## src/rtl/cut_tester_pkg.sv

```systemverilog
// Shared constants for the exhaustive CUT tester: FSM state encoding, MISR seed and
// the default golden response / feedback polynomial.
package cut_tester_pkg;

  typedef logic [1:0] state_t;

  localparam state_t StIdle    = 2'd0;
  localparam state_t StApply   = 2'd1;
  localparam state_t StCapture = 2'd2;
  localparam state_t StDone    = 2'd3;

  localparam logic [15:0] MisrSeed        = 16'hFFFF;
  localparam logic [15:0] DefaultPoly     = 16'h1021;
  localparam logic [31:0] DefaultExpected = 32'hEFFE_FEFE;

endpackage

```

## src/rtl/sig_misr.sv

```systemverilog
// 16-bit single-input signature register: seeded at run start, shifted once per captured
// response bit.
module sig_misr #(
  parameter logic [15:0] POLY = 16'h1021,
  parameter logic [15:0] SEED = 16'hFFFF
) (
  input  logic        clk,
  input  logic        rst_n,
  input  logic        seed_load,
  input  logic        shift_en,
  input  logic        din,
  output logic [15:0] sig
);

  logic [15:0] sig_q, sig_d;

  always_comb begin
    sig_d = sig_q;
    if (seed_load) begin
      sig_d = SEED;
    end else if (shift_en) begin
      sig_d = {sig_q[14:0], 1'b0} ^ (sig_q[15] ? POLY : 16'h0000) ^ {15'b0, din};
    end
  end

  always_ff @(posedge clk) begin
    if (!rst_n) begin
      sig_q <= 16'h0000;
    end else begin
      sig_q <= sig_d;
    end
  end

  assign sig = sig_q;

endmodule

```

## src/rtl/cut_tester.sv

```systemverilog
// Exhaustive pattern tester for a small combinational CUT; compares each response with a
// golden truth table. Define CUT_TESTER_MISR_EN to also compact responses into a MISR.
module cut_tester
  import cut_tester_pkg::*;
#(
  parameter int unsigned           N_IN     = 5,
  parameter int unsigned           SETTLE   = 1,
  parameter logic [2**N_IN-1:0]    EXPECTED = DefaultExpected,
  parameter logic [15:0]           POLY     = DefaultPoly
) (
  input  logic            clk,
  input  logic            rst_n,
  input  logic            start,
  output logic [N_IN-1:0] pat_out,
  input  logic            resp_in,
  output logic            busy,
  output logic            done,
  output logic            pass,
  output logic [N_IN:0]   mismatch_cnt,
  output logic [N_IN-1:0] first_fail_idx,
  output logic            first_fail_vld,
  output logic [15:0]     signature
);

  localparam int unsigned SettleW = (SETTLE > 1) ? $clog2(SETTLE) : 1;
  localparam logic [SettleW-1:0] SettleLast = SettleW'(SETTLE - 1);

  state_t              state_q, state_d;
  logic [N_IN-1:0]     idx_q, idx_d;
  logic [SettleW-1:0]  settle_q, settle_d;
  logic [N_IN:0]       cnt_q, cnt_d;
  logic [N_IN-1:0]     ffi_q, ffi_d;
  logic                ffv_q, ffv_d;
  logic                pass_q, pass_d;

  always_comb begin
    state_d  = state_q;
    idx_d    = idx_q;
    settle_d = settle_q;
    cnt_d    = cnt_q;
    ffi_d    = ffi_q;
    ffv_d    = ffv_q;
    pass_d   = pass_q;
    unique case (state_q)
      StIdle: begin
        if (start) begin
          state_d  = StApply;
          idx_d    = '0;
          settle_d = '0;
          cnt_d    = '0;
          ffi_d    = '0;
          ffv_d    = 1'b0;
          pass_d   = 1'b0;
        end
      end
      StApply: begin
        if (settle_q == SettleLast) begin
          state_d  = StCapture;
          settle_d = '0;
        end else begin
          settle_d = settle_q + 1'b1;
        end
      end
      StCapture: begin
        if (resp_in != EXPECTED[idx_q]) begin
          cnt_d = cnt_q + 1'b1;
          if (!ffv_q) begin
            ffv_d = 1'b1;
            ffi_d = idx_q;
          end
        end
        // Last pattern: idx stays at its maximum rather than wrapping.
        if (idx_q == '1) begin
          state_d = StDone;
          pass_d  = (cnt_d == '0);
        end else begin
          state_d = StApply;
          idx_d   = idx_q + 1'b1;
        end
      end
      StDone: begin
        state_d = StIdle;
      end
      default: begin
        state_d = StIdle;
      end
    endcase
  end

  always_ff @(posedge clk) begin
    if (!rst_n) begin
      state_q  <= StIdle;
      idx_q    <= '0;
      settle_q <= '0;
      cnt_q    <= '0;
      ffi_q    <= '0;
      ffv_q    <= 1'b0;
      pass_q   <= 1'b0;
    end else begin
      state_q  <= state_d;
      idx_q    <= idx_d;
      settle_q <= settle_d;
      cnt_q    <= cnt_d;
      ffi_q    <= ffi_d;
      ffv_q    <= ffv_d;
      pass_q   <= pass_d;
    end
  end

  assign busy           = (state_q == StApply) || (state_q == StCapture);
  assign done           = (state_q == StDone);
  assign pat_out        = busy ? idx_q : '0;
  assign pass           = pass_q;
  assign mismatch_cnt   = cnt_q;
  assign first_fail_idx = ffi_q;
  assign first_fail_vld = ffv_q;

`ifdef CUT_TESTER_MISR_EN
  logic seed_load, shift_en;

  assign seed_load = (state_q == StIdle) && start;
  assign shift_en  = (state_q == StCapture);

  sig_misr #(
    .POLY (POLY),
    .SEED (MisrSeed)
  ) u_misr (
    .clk       (clk),
    .rst_n     (rst_n),
    .seed_load (seed_load),
    .shift_en  (shift_en),
    .din       (resp_in),
    .sig       (signature)
  );
`else
  assign signature = 16'h0000;
`endif

endmodule

```

## config.mk

```make
export PLATFORM = sky130hd
export DESIGN_NAME = cut_tester
export DESIGN_NICKNAME = d
export VERILOG_FILES = /design/src/rtl/cut_tester_pkg.sv /design/src/rtl/sig_misr.sv /design/src/rtl/cut_tester.sv
export SDC_FILE = /design/constraint.sdc
export NUM_CORES = 1
export LEC_CHECK = 0
export ABC_CLOCK_PERIOD_IN_PS = 4550
export CAP_MARGIN = 10
export CORE_ASPECT_RATIO = 1.1
export CORE_UTILIZATION = 65
export CTS_BUF_LIST = sky130_fd_sc_hd__clkbuf_16
export DETAILED_ROUTE_END_ITERATION = 10
export DONT_BUFFER_PORTS = 1
export HOLD_SLACK_MARGIN = 0.12
export PLACE_DENSITY = 0.81
export SLEW_MARGIN = 20
export SYNTH_ARGS = -nofsm -noshare
export SYNTH_HDL_FRONTEND = slang
export SYNTH_SLANG_ARGS = --single-unit
```

## constraint.sdc

```tcl
create_clock -name clk -period 4.55 [get_ports clk]
set_input_delay 0.6825 -clock clk [delete_from_list [all_inputs] [get_ports clk]]
set_output_delay 0.6825 -clock clk [all_outputs]
set_load 0.005 [all_outputs]
```

# Yosys cells after proc, flatten, opt, wreduce, memory -nomap -nowiden
# Memories as Yosys holds them, arrays and structs flattened. A register that Yosys moved wholly into a read port is not among the register bits.
# Cells that the tools add are included.
[classes] n_addsub=3 mul=0 div_mod_pow=0 n_lt_le_gt_ge=1 eq_ne=11 n_shift=0 mux=25 n_bitwise=0 n_reduce_logical=12
[op_table] op="$mux 5" n=7
[op_table] op="$pmux 5 s2" n=2
[op_table] op="$mux 6" n=3
[op_table] op="$ne 2x2->1 const B" n=6
[op_table] op="$pmux 6 s2" n=1
[op_table] op="$reduce_and 3->1" n=3
[op_table] op="$pmux 2 s4" n=1
[op_table] op="$add 6x1->6 const B" n=1
[op_table] op="$logic_not 6->1" n=1
[op_table] op="$lt 5x6->1 const B" n=1
[op_table] op="$mux 2" n=3
[op_table] op="$pmux 1 s2" n=3
[op_table] op="$reduce_and 2->1" n=3
[op_table] op="$add 5x1->5 const B" n=1
[op_table] op="$eq 5x5->1 const B" n=1
[op_table] op="$mux 1" n=5
[op_table] op="$eq 2x2->1 const B" n=2
[op_table] op="$reduce_and 4->1" n=1
[op_table] op="$reduce_bool 2->1" n=2
[op_table] op="$eq 2x1->1 const B" n=1
[op_table] op="$logic_not 2->1" n=1
[op_table] op="$add 1x1->1 const B" n=1
[op_table] op="$logic_or 1x1->1" n=1
[op_table] op="$ne 1x1->1" n=1
[totals] regBits=21 latch_bits=0 ramBits=0 rom_bits=32 inputBits=4 output_inout_bits=36 wordCells=60 mem_count=1
[mem_list] name="(name not given)" words=32 word_bits=1 read_ports=1 rd_clocked_by_memory_dff=1 wr=0 line_no="cut_tester.sv:65" source="if (resp_in != EXPECTED[idx_q]) begin"

# Longest topological paths before layout
# Gate-level depths: netlist of the first run.
[depth] word_depth=8 mapped_depth=8 ltp_nobuf=8

# Worst setup path before layout of the first run
# No wires, ideal clock.
[synth_timing] path_type="reg-to-reg" startpoint="register idx_q[0]" endpoint="register (tool-made name)" setup_ps=120 t_arrival_ps=1911 required_ps=4430 slack_ps=2519 path_stages_with_launch=9 path_buffers=0 period_less_slack_ps=2031 path_cell_list="dfxtp_1 > ha_1 > and3_1 > ha_1 > and2_1 > nand3b_2 > xnor2_1 > nor2b_1 > a211o_1"
[synth_lines] element="start: declaration" line_no="cut_tester.sv:29" source="logic [N_IN-1:0] idx_q, idx_d;"
[synth_lines] element="start signal: assignment" line_no="cut_tester.sv:101" source="idx_q <= idx_d;"

==> qor.log, run 1 <==
[timing] hold slack final 0.476 ns
[global_route] largest net degree at the start of global routing 22
[drt] met1 layer wirelength in the final routing 1120 um
[synthesis] compound-gate portion of the synthesized area 15.9%
[floorplanning] row count 16
[worst_setup_path] origin of the worst setup path state_q[0]
[floorplanning] Initial Util 71.0%
[worst_setup_path] critical register-to-register path startpoint state_q[0]
[worst_setup_path] cell class contributing the biggest share of worst-path delay multiplexers
[drt] met3 WL post-DR 231 um
[clock_network] root buffer cell sky130_fd_sc_hd__clkbuf_16
[power_and_ir_drop] Leakage 0.544 nW
[synthesis] Post-Synthesis Cell Area 1310 um2
[timing] fin crit period 2.73 ns
[worst_hold_path] hold_sp first_fail_idx[1]
[clock_network] buffer depth of the longest clock path 2
[global_route] initial antenna violation count 0
[synthesis] Syn Area/Cell 8.44 um2
[synthesis] area fraction in and, or, nand and nor cells after synthesis 22.8%
[drt] Routed Wire Length 2740 um
[finish] share of final-layout standard cells stronger than drive strength 1 7.19%
[placed_design] gpl congestion 0.907
[finish] commonest cells after routing, fill and taps aside 21 x sky130_fd_sc_hd__dfxtp_1, 18 x sky130_fd_sc_hd__nor2_1, 16 x sky130_fd_sc_hd__conb_1
[clock_network] total CTS buffers 3
[worst_setup_path] critical path peak fanout 21
[clock_network] Reg clk slew, reported paths 0.06 ns
[timing] maximum achievable frequency 0.366 GHz
[timing] number of slew-limit violations in the final report 0
[worst_setup_path] kind of launch point of the worst setup path register
[timing] unrepaired setup endpoints after global routing no
[drt] DR iter-0 viols 33
[floorplanning] Chip Width 44.8 um
[timing] number of hold-slack violations in the final timing report 0
[drt] met2 layer wire length in the routed design 1340 um
[timing] Worst-Margin Slew 0.886 ns
[job] number of max-cap violations 0
[worst_setup_path] FF-to-FF path depth 6
[floorplanning] core area 1840 um2
[global_route] via count of the first global-routing pass 1023
[clock_network] number of clock sinks 21
[worst_setup_path] Worst Setup Path Type reg -> reg
[global_route] All-Layer GR Usage 27.4%
[clock_network] count of hold buffers inserted by post-cts repair 0
[finish] total number of nets in the final design 165
[floorplanning] die height 49.0 um
[timing] Sum Neg Setup Slack 0 ns
[run_status] outcome complete, no violations
[drt] drt first pass iters 6
[synthesis] post-synthesis share of cell area spent on full adders, half adders and majority gates 6.70%
[drt] DRC 0
[worst_setup_path] critical path endpoint category register
[drt] highest routing layer actually used met4
[synthesis] multiplexer area fraction after synthesis 4.21%
[drt] DR WL/cell 15.2 um
[global_route] Congestion Overflow GR 0
[worst_setup_path] Worst EP required 4.74 ns
[timing] relative slew slack 39.3%
[synthesis] number of distinct standard cells referenced by the synthesized netlist 39
[worst_setup_path] critical path, cell by cell inv_1, ha_1, mux2i_1, a22oi_1, nor4_1, a211o_1
[clock_network] clock latency at the later pin of the worst-skew pair 0.25 ns
[worst_setup_path] Reg2Reg Setup Slack 1.82 ns
[synthesis] combinational family with the most area after synthesis simple AND/OR/NAND/NOR gates
[clock_network] post-cts sizing count 0
[synthesis] synthesized instance count 155
[synthesis] sequential cell area fraction in the yosys report 32.2%
[placed_design] I/O Buffers 0
[clock_network] clock tree from TritonCTS yes
[drt] Via density 5.87
[finish] leading cell type in the layout, fill and taps excluded sky130_fd_sc_hd__dfxtp_1
[power_and_ir_drop] cell area power density 340 nW/um2
[global_route] wire length of the first global-routing pass 4540 um
[worst_setup_path] highest cell delay on the worst timing path 0.77 ns
[finish] Filler cells 145
[floorplanning] ports placed on the boundary 40
[finish] synthesis-to-layout area growth 2.01%
[worst_hold_path] Hold EP first_fail_idx[1]
[synthesis] Yosys Warn Count 0
[worst_setup_path] combined buffer and inverter count along the critical path 1
[finish] FF+latch area 420 um2
[finish] Diodes inserted 0
[drt] via count 1056
[worst_setup_path] data arrival time of the worst path 2.92 ns
[worst_hold_path] path type of the worst min-delay path reg -> reg
[timing] Clock Skews 0.00290 ns
[finish] Multi-input gate area 786 um2
[placed_design] DP HPWL 1890 um
[clock_network] number of setup buffers added after CTS 0
[timing] final period utilization 60.0%
[worst_setup_path] slowest cell on the critical path sky130_fd_sc_hd__mux2i_1
[drt] Final ANT Viol Nets 0
[floorplanning] Die ar. 2200 um2
[clock_network] CTS H-tree depth 1
[synthesis] xor and xnor fraction of the mapped netlist area 5.93%
[timing] Final setup viols 0
[worst_hold_path] Cells on Worst Hold Path 2
[synthesis] register bit total from synthesis 21
[power_and_ir_drop] Peak supply drop 0.283 mV
==> worst min-delay path: stages, from the launching register on <==
cell,delay (ns)
sky130_fd_sc_hd__dfxtp_1,0.32
sky130_fd_sc_hd__nand2_1,0.06
sky130_fd_sc_hd__a21oi_1,0.05
==> cell type report <==
type | instances | share of cell area, %
tap | 27 | 2.53
clock buffer | 3 | 5.63
inverter | 4 | 1.13
multi-input combinational | 124 | 58.9
sequential | 21 | 31.5
clock inverter | 1 | 0.281
==> logic make-up after synthesis <==
group,after synthesis
AO/OA/AOI/OAI,30
XOR/XNOR,8
adder cells (fa/ha/maj),7
buffers and inverters,25
flip-flops,21
multiplexers,5
other,1
AND/OR/NAND/NOR,58
==> stage by stage <==
stage	area (um2)	power [mW]	instances	utilization [%]	setup slack [ns]
4_1_cts	1330	0.452	180	72.4	1.94
5_1_grt	1330	0.476	180	72.4	1.75
6_report	1330	0.454	180	72.4	1.82
3_5_place_dp	1250	0.273	176	68.1	2.08
2_1_floorplan	1360	0.271	170	-	2.52
3_3_place_gp	1250	0.270	176	68.1	2.20
==> cell usage after synthesis <==
master | instances | area [um2]
sky130_fd_sc_hd__a211o_1 | 1 | 8.76
sky130_fd_sc_hd__a211oi_1 | 1 | 7.51
sky130_fd_sc_hd__a21oi_1 | 6 | 30.0
sky130_fd_sc_hd__a22o_1 | 1 | 8.76
sky130_fd_sc_hd__a22oi_1 | 9 | 67.6
sky130_fd_sc_hd__a31oi_1 | 1 | 6.26
sky130_fd_sc_hd__a32oi_1 | 2 | 17.5
sky130_fd_sc_hd__and2_1 | 7 | 43.8
sky130_fd_sc_hd__and3_1 | 2 | 12.5
sky130_fd_sc_hd__buf_2 | 3 | 15.0
sky130_fd_sc_hd__buf_4 | 16 | 120
sky130_fd_sc_hd__clkbuf_1 | 2 | 7.51
sky130_fd_sc_hd__clkinv_1 | 1 | 3.75
sky130_fd_sc_hd__conb_1 | 1 | 3.75
sky130_fd_sc_hd__dfxtp_1 | 21 | 420
sky130_fd_sc_hd__ha_1 | 7 | 87.6
sky130_fd_sc_hd__inv_1 | 3 | 11.3
sky130_fd_sc_hd__mux2_1 | 1 | 11.3
sky130_fd_sc_hd__mux2_2 | 3 | 33.8
sky130_fd_sc_hd__mux2i_1 | 1 | 10.0
sky130_fd_sc_hd__nand2_1 | 10 | 37.5
sky130_fd_sc_hd__nand2b_1 | 2 | 12.5
sky130_fd_sc_hd__nand3_1 | 3 | 15.0
sky130_fd_sc_hd__nand3b_2 | 1 | 11.3
sky130_fd_sc_hd__nand4_1 | 4 | 25.0
sky130_fd_sc_hd__nor2_1 | 18 | 67.6
sky130_fd_sc_hd__nor2b_1 | 3 | 18.8
sky130_fd_sc_hd__nor3_1 | 3 | 15.0
sky130_fd_sc_hd__nor3_2 | 2 | 20.0
sky130_fd_sc_hd__nor4_1 | 1 | 6.26
sky130_fd_sc_hd__o211ai_1 | 1 | 7.51
sky130_fd_sc_hd__o21ai_0 | 5 | 25.0
sky130_fd_sc_hd__o21ai_1 | 1 | 5.00
sky130_fd_sc_hd__o31ai_1 | 1 | 7.51
sky130_fd_sc_hd__o41ai_2 | 1 | 16.3
sky130_fd_sc_hd__or2_0 | 2 | 12.5
sky130_fd_sc_hd__xnor2_1 | 5 | 43.8
sky130_fd_sc_hd__xnor2_2 | 1 | 16.3
sky130_fd_sc_hd__xor2_1 | 2 | 17.5
==> sequential cells by signal (all words and copies together), names as in the netlist, named ones only <==
register	flops
pass	1
first_fail_vld	1
first_fail_idx	5
idx_q	5
state_q	2
mismatch_cnt	6
==> layer usage <==
layer | up-vias | global-route usage, %
met2 | 54 | 42.6
li1 | 507 | -
met1 | 488 | 36.0
met3 | 7 | 6.67
met5 | - | 0
met4 | 0 | 10.6
==> worst max-delay path by stage <==
stage / endpoint / slack [ns] / cells after the start
final: register / 1.82 / 6
after global routing: register / 1.75 / 7
after CTS: register / 1.94 / 7
after detailed placement: register / 2.08 / 6
after global placement: register / 2.20 / 7
after floorplan: register / 2.52 / 8
==> report_power, final <==
part / leakage [nW] / internal (mW) / switching, mW
logic: 0.332 / 0.0233 / 0.0540
registers: 0.170 / 0.189 / 0.00580
clock network: 0.0423 / 0.117 / 0.0647
total: 0.544 / 0.329 / 0.125
No activity file was read; power rests on OpenSTA's default activity.
==> run 2: changes to the inputs <==
--- a/config.mk
+++ b/config.mk
@@ -5,15 +5,15 @@
 export SDC_FILE = /design/constraint.sdc
 export NUM_CORES = 1
 export LEC_CHECK = 0
-export ABC_CLOCK_PERIOD_IN_PS = 4550
+export ABC_CLOCK_PERIOD_IN_PS = 2600
 export CAP_MARGIN = 10
 export CORE_ASPECT_RATIO = 1.1
-export CORE_UTILIZATION = 65
+export CORE_UTILIZATION = 62
 export CTS_BUF_LIST = sky130_fd_sc_hd__clkbuf_16
 export DETAILED_ROUTE_END_ITERATION = 10
 export DONT_BUFFER_PORTS = 1
 export HOLD_SLACK_MARGIN = 0.12
-export PLACE_DENSITY = 0.81
+export PLACE_DENSITY = 0.78
 export SLEW_MARGIN = 20
 export SYNTH_ARGS = -nofsm -noshare
 export SYNTH_HDL_FRONTEND = slang
==> constraint.sdc (replaced) <==
create_clock -name clk -period 2.6 [get_ports clk]
set_input_delay 0.39 -clock clk [delete_from_list [all_inputs] [get_ports clk]]
set_output_delay 0.39 -clock clk [all_outputs]
set_load 0.005 [all_outputs]
==> run 2 against run 1 <==
- non-clock buffer count is 3 higher
- final cell count is 2.2% higher
- sequential share of layout area is 0.58 points lower
- clock-buffer cell count stayed put
- combinational power is 93% higher
- utilization is 4.5 points lower
- power is 79% higher
- global-route usage is 0.68 points lower
==> qor.log, run 2 (synthesis gave the netlist of run 1 again) <==
[worst_setup_path] highest cell delay on the worst timing path 0.36 ns [-0.41 ns]
[floorplanning] ports placed on the boundary 40 [unchanged]
[global_route] met1 usage 32.8% [-3.2 points]
[floorplanning] row count 17 [+1]
[global_route] GR peak layer met2
[placed_design] placed cell areas 1280 um2 [+1.9%]
[power_and_ir_drop] Peak supply drop 0.391 mV [+38%]
[power_and_ir_drop] cell area power density 598 nW/um2 [+76%]
[power_and_ir_drop] net switching fraction of the power 27.8% [+0.34 points]
[worst_setup_path] cell type with the highest occurrence count on the critical path sky130_fd_sc_hd__ha_1
[floorplanning] Chip Width 45.8 um [+2.3%]
[worst_setup_path] critical path, cell by cell ha_1, and3_1, ha_1, and2_1, nand3b_2, xnor2_1, nor2b_1, a211o_1
[timing] hold slack final 0.306 ns [-0.170 ns]
[clock_network] post-cts sizing count 0 [unchanged]
[power_and_ir_drop] combinational group share of total power 18.4% [+1.4 points]
[global_route] initial antenna violation count 0 [unchanged]
[clock_network] clock tree from TritonCTS yes
[clock_network] root buffer cell sky130_fd_sc_hd__clkbuf_16
[power_and_ir_drop] power share of the clock group 39.6% [-0.4 points]
[global_route] global-route met2 utilization 43.8% [+1.2 points]
[clock_network] buffer depth of the longest clock path 2 [unchanged]
[floorplanning] Initial Util 65.4% [-5.6 points]
[clock_network] CTS H-tree depth 1 [unchanged]
[floorplanning] core area 2000 um2 [+8.6%]
[finish] leading cell type in the layout, fill and taps excluded sky130_fd_sc_hd__dfxtp_1
[drt] DR WL/cell 15.0 um [-1.2%]
[placed_design] I/O Buffers 0 [unchanged]
[worst_setup_path] combined buffer and inverter count along the critical path 0 [-1]
[clock_network] count of hold buffers inserted by post-cts repair 0 [unchanged]
[timing] maximum achievable frequency 0.442 GHz [+21%]
[finish] number of flip-flops under the largest register name 6 [unchanged]
[global_route] wire length of the first global-routing pass 4490 um [-1.2%]
[timing] unrepaired setup endpoints after global routing no
[power_and_ir_drop] internal power consumption 587 uW [+78%]
[global_route] All-Layer GR Usage 26.8% [-0.68 points]
[power_and_ir_drop] Psw 226 uW [+81%]
[run_status] outcome complete, no violations
[worst_hold_path] path type of the worst min-delay path in -> reg
[finish] synthesis-to-layout area growth 3.92%
[finish] share of final-layout standard cells stronger than drive strength 1 9.62% [+2.4 points]
[global_route] Congestion Overflow GR 0 [unchanged]
[timing] fin crit period 2.26 ns [-0.468 ns]
[timing] number of slew-limit violations in the final report 0 [unchanged]
[worst_setup_path] critical path peak fanout 8 [-62%]
[finish] Diodes inserted 0 [unchanged]
[clock_network] total CTS buffers 3 [unchanged]
[timing] final period utilization 87.0% [+27 points]
[worst_setup_path] data arrival time of the worst path 2.40 ns [-0.52 ns]
[placed_design] DP HPWL 1960 um [+3.8%]
[floorplanning] die height 50.2 um [+2.3%]
[drt] via count 1082 [+2.5%]
[drt] DR iter-0 viols 35 [+6.1%]
[clock_network] Reg clk slew, reported paths 0.06 ns [about the same]
[finish] commonest cells after routing, fill and taps aside 21 x sky130_fd_sc_hd__dfxtp_1, 18 x sky130_fd_sc_hd__nor2_1, 16 x sky130_fd_sc_hd__conb_1
[global_route] largest net degree at the start of global routing 19 [-14%]
[finish] total number of nets in the final design 168 [+1.8%]
[worst_setup_path] cell class contributing the biggest share of worst-path delay simple AND/OR/NAND/NOR gates
[drt] Final ANT Viol Nets 0 [unchanged]
[finish] Non-Filler Cell Area, Final 1360 um2 [+1.9%]
[timing] Final setup viols 0 [unchanged]
[timing] number of hold-slack violations in the final timing report 0 [unchanged]
[power_and_ir_drop] Seq pwr share 42.0% [-0.9 points]
[drt] drt first pass iters 4 [-2]
[drt] Via density 5.88 [+0.23%]
[placed_design] gpl congestion 0.864 [-4.8%]
[timing] Clock Skews 0.00284 ns [-0.0000611 ns]
[clock_network] number of setup buffers added after CTS 0 [unchanged]
[worst_setup_path] kind of launch point of the worst setup path register
[power_and_ir_drop] power consumption 812 uW [+79%]
[job] number of max-cap violations 0 [unchanged]
[global_route] met3 Usage GRT 5.04% [-1.6 points]
[worst_setup_path] Worst Setup Path Type reg -> reg
[clock_network] clock latency at the later pin of the worst-skew pair 0.25 ns [about the same]
[worst_setup_path] Worst EP required 2.74 ns [-2.00 ns]
[worst_setup_path] slowest cell on the critical path sky130_fd_sc_hd__dfxtp_1
[worst_setup_path] critical path endpoint category register
[timing] Sum Neg Setup Slack 0 ns [unchanged]
[drt] DRC 0 [unchanged]
[clock_network] number of clock sinks 21 [unchanged]
[power_and_ir_drop] Leakage 0.558 nW [+2.5%]
[drt] Routed Wire Length 2770 um [+0.95%]
[floorplanning] Die ar. 2300 um2 [+4.6%]
[global_route] via count of the first global-routing pass 1038 [+1.5%]
[run 2: per-layer routing]
layer | vias to the layer above | share of wire [%] | wire length [um]
li1 | 516 | - | -
met1 | 514 | 41 | 1130
met2 | 47 | 50 | 1390
met3 | 5 | 7.5 | 208
met4 | 0 | 1.6 | 44
met5 | - | 0 | 0
[run 2: power by group through the flow]
stage / combinational (mW) / sequential, mW / clock [mW]
5_1_grt: 0.166 / 0.343 / 0.339
4_1_cts: 0.149 / 0.341 / 0.326
3_5_place_dp: 0.147 / 0.348 / 0
6_report: 0.149 / 0.341 / 0.322
2_1_floorplan: 0.128 / 0.345 / 0
3_3_place_gp: 0.143 / 0.347 / 0
[run 2: area by class of cell]
cell class	count	area [um2]
clock buffer	3	75.1
inverter	4	15.0
timing repair buffer	3	22.5
sequential	21	420
clock inverter	1	5.00
fill	175	641
multi-input combinational	124	786
tap	28	35.0
[run 2: worst paths after layout]
check	startpoint	end	slack (ns)	cells past startpoint
max	idx_q[0]	register	0.34	8
min	rst_n	pass	0.31	2
max reg2reg	idx_q[0]	register	0.34	8
min reg2reg	first_fail_idx[1]	first_fail_idx[1]	0.47	2
[run 2: stage by stage]
step,utilization [%],std cells,worst slack [ns]
finish,68.0,184,0.339
global route,68.0,184,0.273
detailed placement,64.0,180,0.403
CTS,68.0,184,0.372
floorplan,-,170,0.569
global placement,64.0,180,0.504
==> run 3: changes to the inputs <==
--- a/config.mk
+++ b/config.mk
@@ -7,13 +7,15 @@
 export LEC_CHECK = 0
 export ABC_CLOCK_PERIOD_IN_PS = 2600
 export CAP_MARGIN = 10
+export CELL_PAD_IN_SITES_DETAIL_PLACEMENT = 0
+export CELL_PAD_IN_SITES_GLOBAL_PLACEMENT = 1
 export CORE_ASPECT_RATIO = 1.1
-export CORE_UTILIZATION = 62
+export CORE_UTILIZATION = 45
 export CTS_BUF_LIST = sky130_fd_sc_hd__clkbuf_16
 export DETAILED_ROUTE_END_ITERATION = 10
 export DONT_BUFFER_PORTS = 1
 export HOLD_SLACK_MARGIN = 0.12
-export PLACE_DENSITY = 0.78
+export PLACE_DENSITY_LB_ADDON = 0.1
 export SLEW_MARGIN = 20
 export SYNTH_ARGS = -nofsm -noshare
 export SYNTH_HDL_FRONTEND = slang
==> run 3 against run 2 <==
- clock skew is essentially flat
- via count is 2.8% lower
- sequential share of layout area down 0.14 points
- global-route usage shrank 6.7 points
- utilization fell by 18 points
- clock power increased by 2%
- first-iteration DRC count is 29% lower
- power increased by 0.90%
- largest cell class unchanged
- final cell count increased by 2.7%
- maximum frequency increased by 1.0%
==> qor.log, run 3 (synthesis gave the netlist of run 1 again) <==
[power_and_ir_drop] power share of the clock group 40.0% [+0.4 points]
[timing] Worst-Margin Slew 0.561 ns
[drt] DR iter-0 viols 25 [-29%]
[timing] Final setup viols 0 [unchanged]
[worst_setup_path] critical path peak fanout 8 [unchanged]
[timing] unrepaired setup endpoints after global routing no
[finish] Diodes inserted 0 [unchanged]
[power_and_ir_drop] Seq pwr share 41.6% [-0.4 points]
[global_route] initial antenna violation count 0 [unchanged]
[clock_network] root buffer cell sky130_fd_sc_hd__clkbuf_16
[worst_setup_path] FF-to-FF path depth 8 [unchanged]
[worst_setup_path] data arrival time of the worst path 2.38 ns [-0.02 ns]
[worst_setup_path] highest cell delay on the worst timing path 0.36 ns [about the same]
[power_and_ir_drop] combinational group share of total power 18.4% [about the same]
[finish] Filler cells 302 [+73%]
[drt] DR WL/cell 15.0 um [-0.18%]
[job] number of max-cap violations 0 [unchanged]
[floorplanning] Die ar. 3130 um2 [+36%]
[clock_network] CTS H-tree depth 1 [unchanged]
[timing] relative slew slack 62.4%
[run_status] outcome complete, no violations
[timing] final period utilization 86.1% [-0.86 points]
[worst_setup_path] combined buffer and inverter count along the critical path 0 [unchanged]
[clock_network] number of setup buffers added after CTS 0 [unchanged]
[finish] total number of nets in the final design 168 [unchanged]
[drt] Final ANT Viol Nets 0 [unchanged]
[finish] Non-Filler Cell Area, Final 1370 um2 [+0.46%]
[global_route] All-Layer GR Usage 20.1% [-6.7 points]
[global_route] Congestion Overflow GR 0 [unchanged]
[drt] Via density 5.57 [-5.3%]
[finish] synthesis-to-layout area growth 4.40%
[timing] fin crit period 2.24 ns [-0.0224 ns]
[floorplanning] core area 2750 um2 [+38%]
[finish] Multi-input gate area 786 um2 [unchanged]
[placed_design] DP HPWL 2090 um [+6.5%]
[global_route] largest net degree at the start of global routing 19 [unchanged]
[clock_network] buffer depth of the longest clock path 2 [unchanged]
[power_and_ir_drop] net switching fraction of the power 28.5% [+0.67 points]
[timing] Clock Skews 0.00253 ns [-0.000305 ns]
[worst_setup_path] cell type with the highest occurrence count on the critical path sky130_fd_sc_hd__ha_1
[worst_setup_path] cell class contributing the biggest share of worst-path delay simple AND/OR/NAND/NOR gates
[global_route] wire length of the first global-routing pass 4710 um [+4.9%]
[worst_setup_path] critical path endpoint category register
[finish] number of flip-flops under the largest register name 6 [unchanged]
[finish] share of final-layout standard cells stronger than drive strength 1 9.62% [unchanged]
[timing] number of slew-limit violations in the final report 0 [unchanged]
[finish] leading cell type in the layout, fill and taps excluded sky130_fd_sc_hd__dfxtp_1
[floorplanning] Chip Width 53.4 um [+17%]
[power_and_ir_drop] Peak supply drop 0.316 mV [-19%]
[clock_network] count of hold buffers inserted by post-cts repair 0 [unchanged]
[power_and_ir_drop] cell area power density 600 nW/um2 [+0.43%]
[drt] via count 1052 [-2.8%]
[floorplanning] die height 58.5 um [+17%]
[timing] maximum achievable frequency 0.447 GHz [+1.0%]
[floorplanning] Initial Util 47.5% [-18 points]
[clock_network] total CTS buffers 3 [unchanged]
[worst_setup_path] Worst Setup Path Type reg -> reg
[power_and_ir_drop] internal power consumption 586 uW [about the same]
[clock_network] number of clock sinks 21 [unchanged]
[power_and_ir_drop] Leakage 0.558 nW [unchanged]
[placed_design] placed cell areas 1280 um2 [+0.49%]
[finish] FF+latch area 420 um2 [unchanged]
[placed_design] I/O Buffers 0 [unchanged]
[timing] Sum Neg Setup Slack 0 ns [unchanged]
[clock_network] post-cts sizing count 0 [unchanged]
[worst_setup_path] slowest cell on the critical path sky130_fd_sc_hd__dfxtp_1
[worst_setup_path] Worst EP required 2.74 ns [about the same]
[drt] DRC 0 [unchanged]
[power_and_ir_drop] Psw 233 uW [+3.3%]
[worst_setup_path] critical path, cell by cell ha_1, and3_1, ha_1, and2_1, nand3b_2, xnor2_1, nor2b_1, a211o_1
[placed_design] dpl cells 185 [+2.8%]
[finish] commonest cells after routing, fill and taps aside 21 x sky130_fd_sc_hd__dfxtp_1, 18 x sky130_fd_sc_hd__nor2_1, 16 x sky130_fd_sc_hd__conb_1
[worst_setup_path] kind of launch point of the worst setup path register
[global_route] via count of the first global-routing pass 1032 [-0.58%]
[worst_hold_path] path type of the worst min-delay path in -> reg
[worst_hold_path] Cells on Worst Hold Path 2 [unchanged]
[drt] Routed Wire Length 2840 um [+2.5%]
[floorplanning] row count 20 [+3]
[worst_setup_path] Worst path depth 8 [unchanged]
[floorplanning] ports placed on the boundary 40 [unchanged]
[clock_network] Reg clk slew, reported paths 0.06 ns [about the same]
[placed_design] gpl congestion 0.913 [+5.7%]
[finish] share of the core filled with cells 49.6% [-18 points]
[timing] number of hold-slack violations in the final timing report 0 [unchanged]
[power_and_ir_drop] power consumption 819 uW [+0.90%]
[finish] final cell count without fillers 189 [+2.7%]
[drt] drt first pass iters 4 [unchanged]
[clock_network] clock tree from TritonCTS yes
[clock_network] clock latency at the later pin of the worst-skew pair 0.25 ns [about the same]
-- run 3: worst paths after layout --
path                      from                 to  slack, ns
max                   idx_q[0]           register       0.36
min                      rst_n               pass       0.29
max reg2reg           idx_q[0]           register       0.36
min reg2reg  first_fail_idx[1]  first_fail_idx[1]       0.48
-- run 3: stage by stage --
step	hold WS (ns)	setup slack [ns]
floorplan	0.448	0.569
global placement	0.463	0.481
detailed placement	0.469	0.381
CTS	0.290	0.371
global route	0.322	0.253
finish	0.291	0.361
-- run 3: final cells by class --
type / count / area share, %
timing repair buffer: 3 / 1.65
tap: 33 / 3.02
clock buffer: 3 / 5.50
clock inverter: 1 / 0.367
multi-input combinational: 124 / 57.6
sequential: 21 / 30.8
inverter: 4 / 1.10
-- run 3: layer usage --
layer  track usage [%]  wire, um  up-vias
li1                  -         -      513
met1              24.5      1270      497
met2              35.0      1360       36
met3              3.62       141        6
met4              6.02        68        0
met5                 0         0        -
-- run 3: power groups by stage --
stage / registers [mW] / clock network (mW) / logic (mW)
floorplan: 0.345 / 0 / 0.128
global placement: 0.348 / 0 / 0.148
detailed placement: 0.348 / 0 / 0.150
CTS: 0.340 / 0.339 / 0.151
global route: 0.342 / 0.346 / 0.172
finish: 0.341 / 0.328 / 0.151
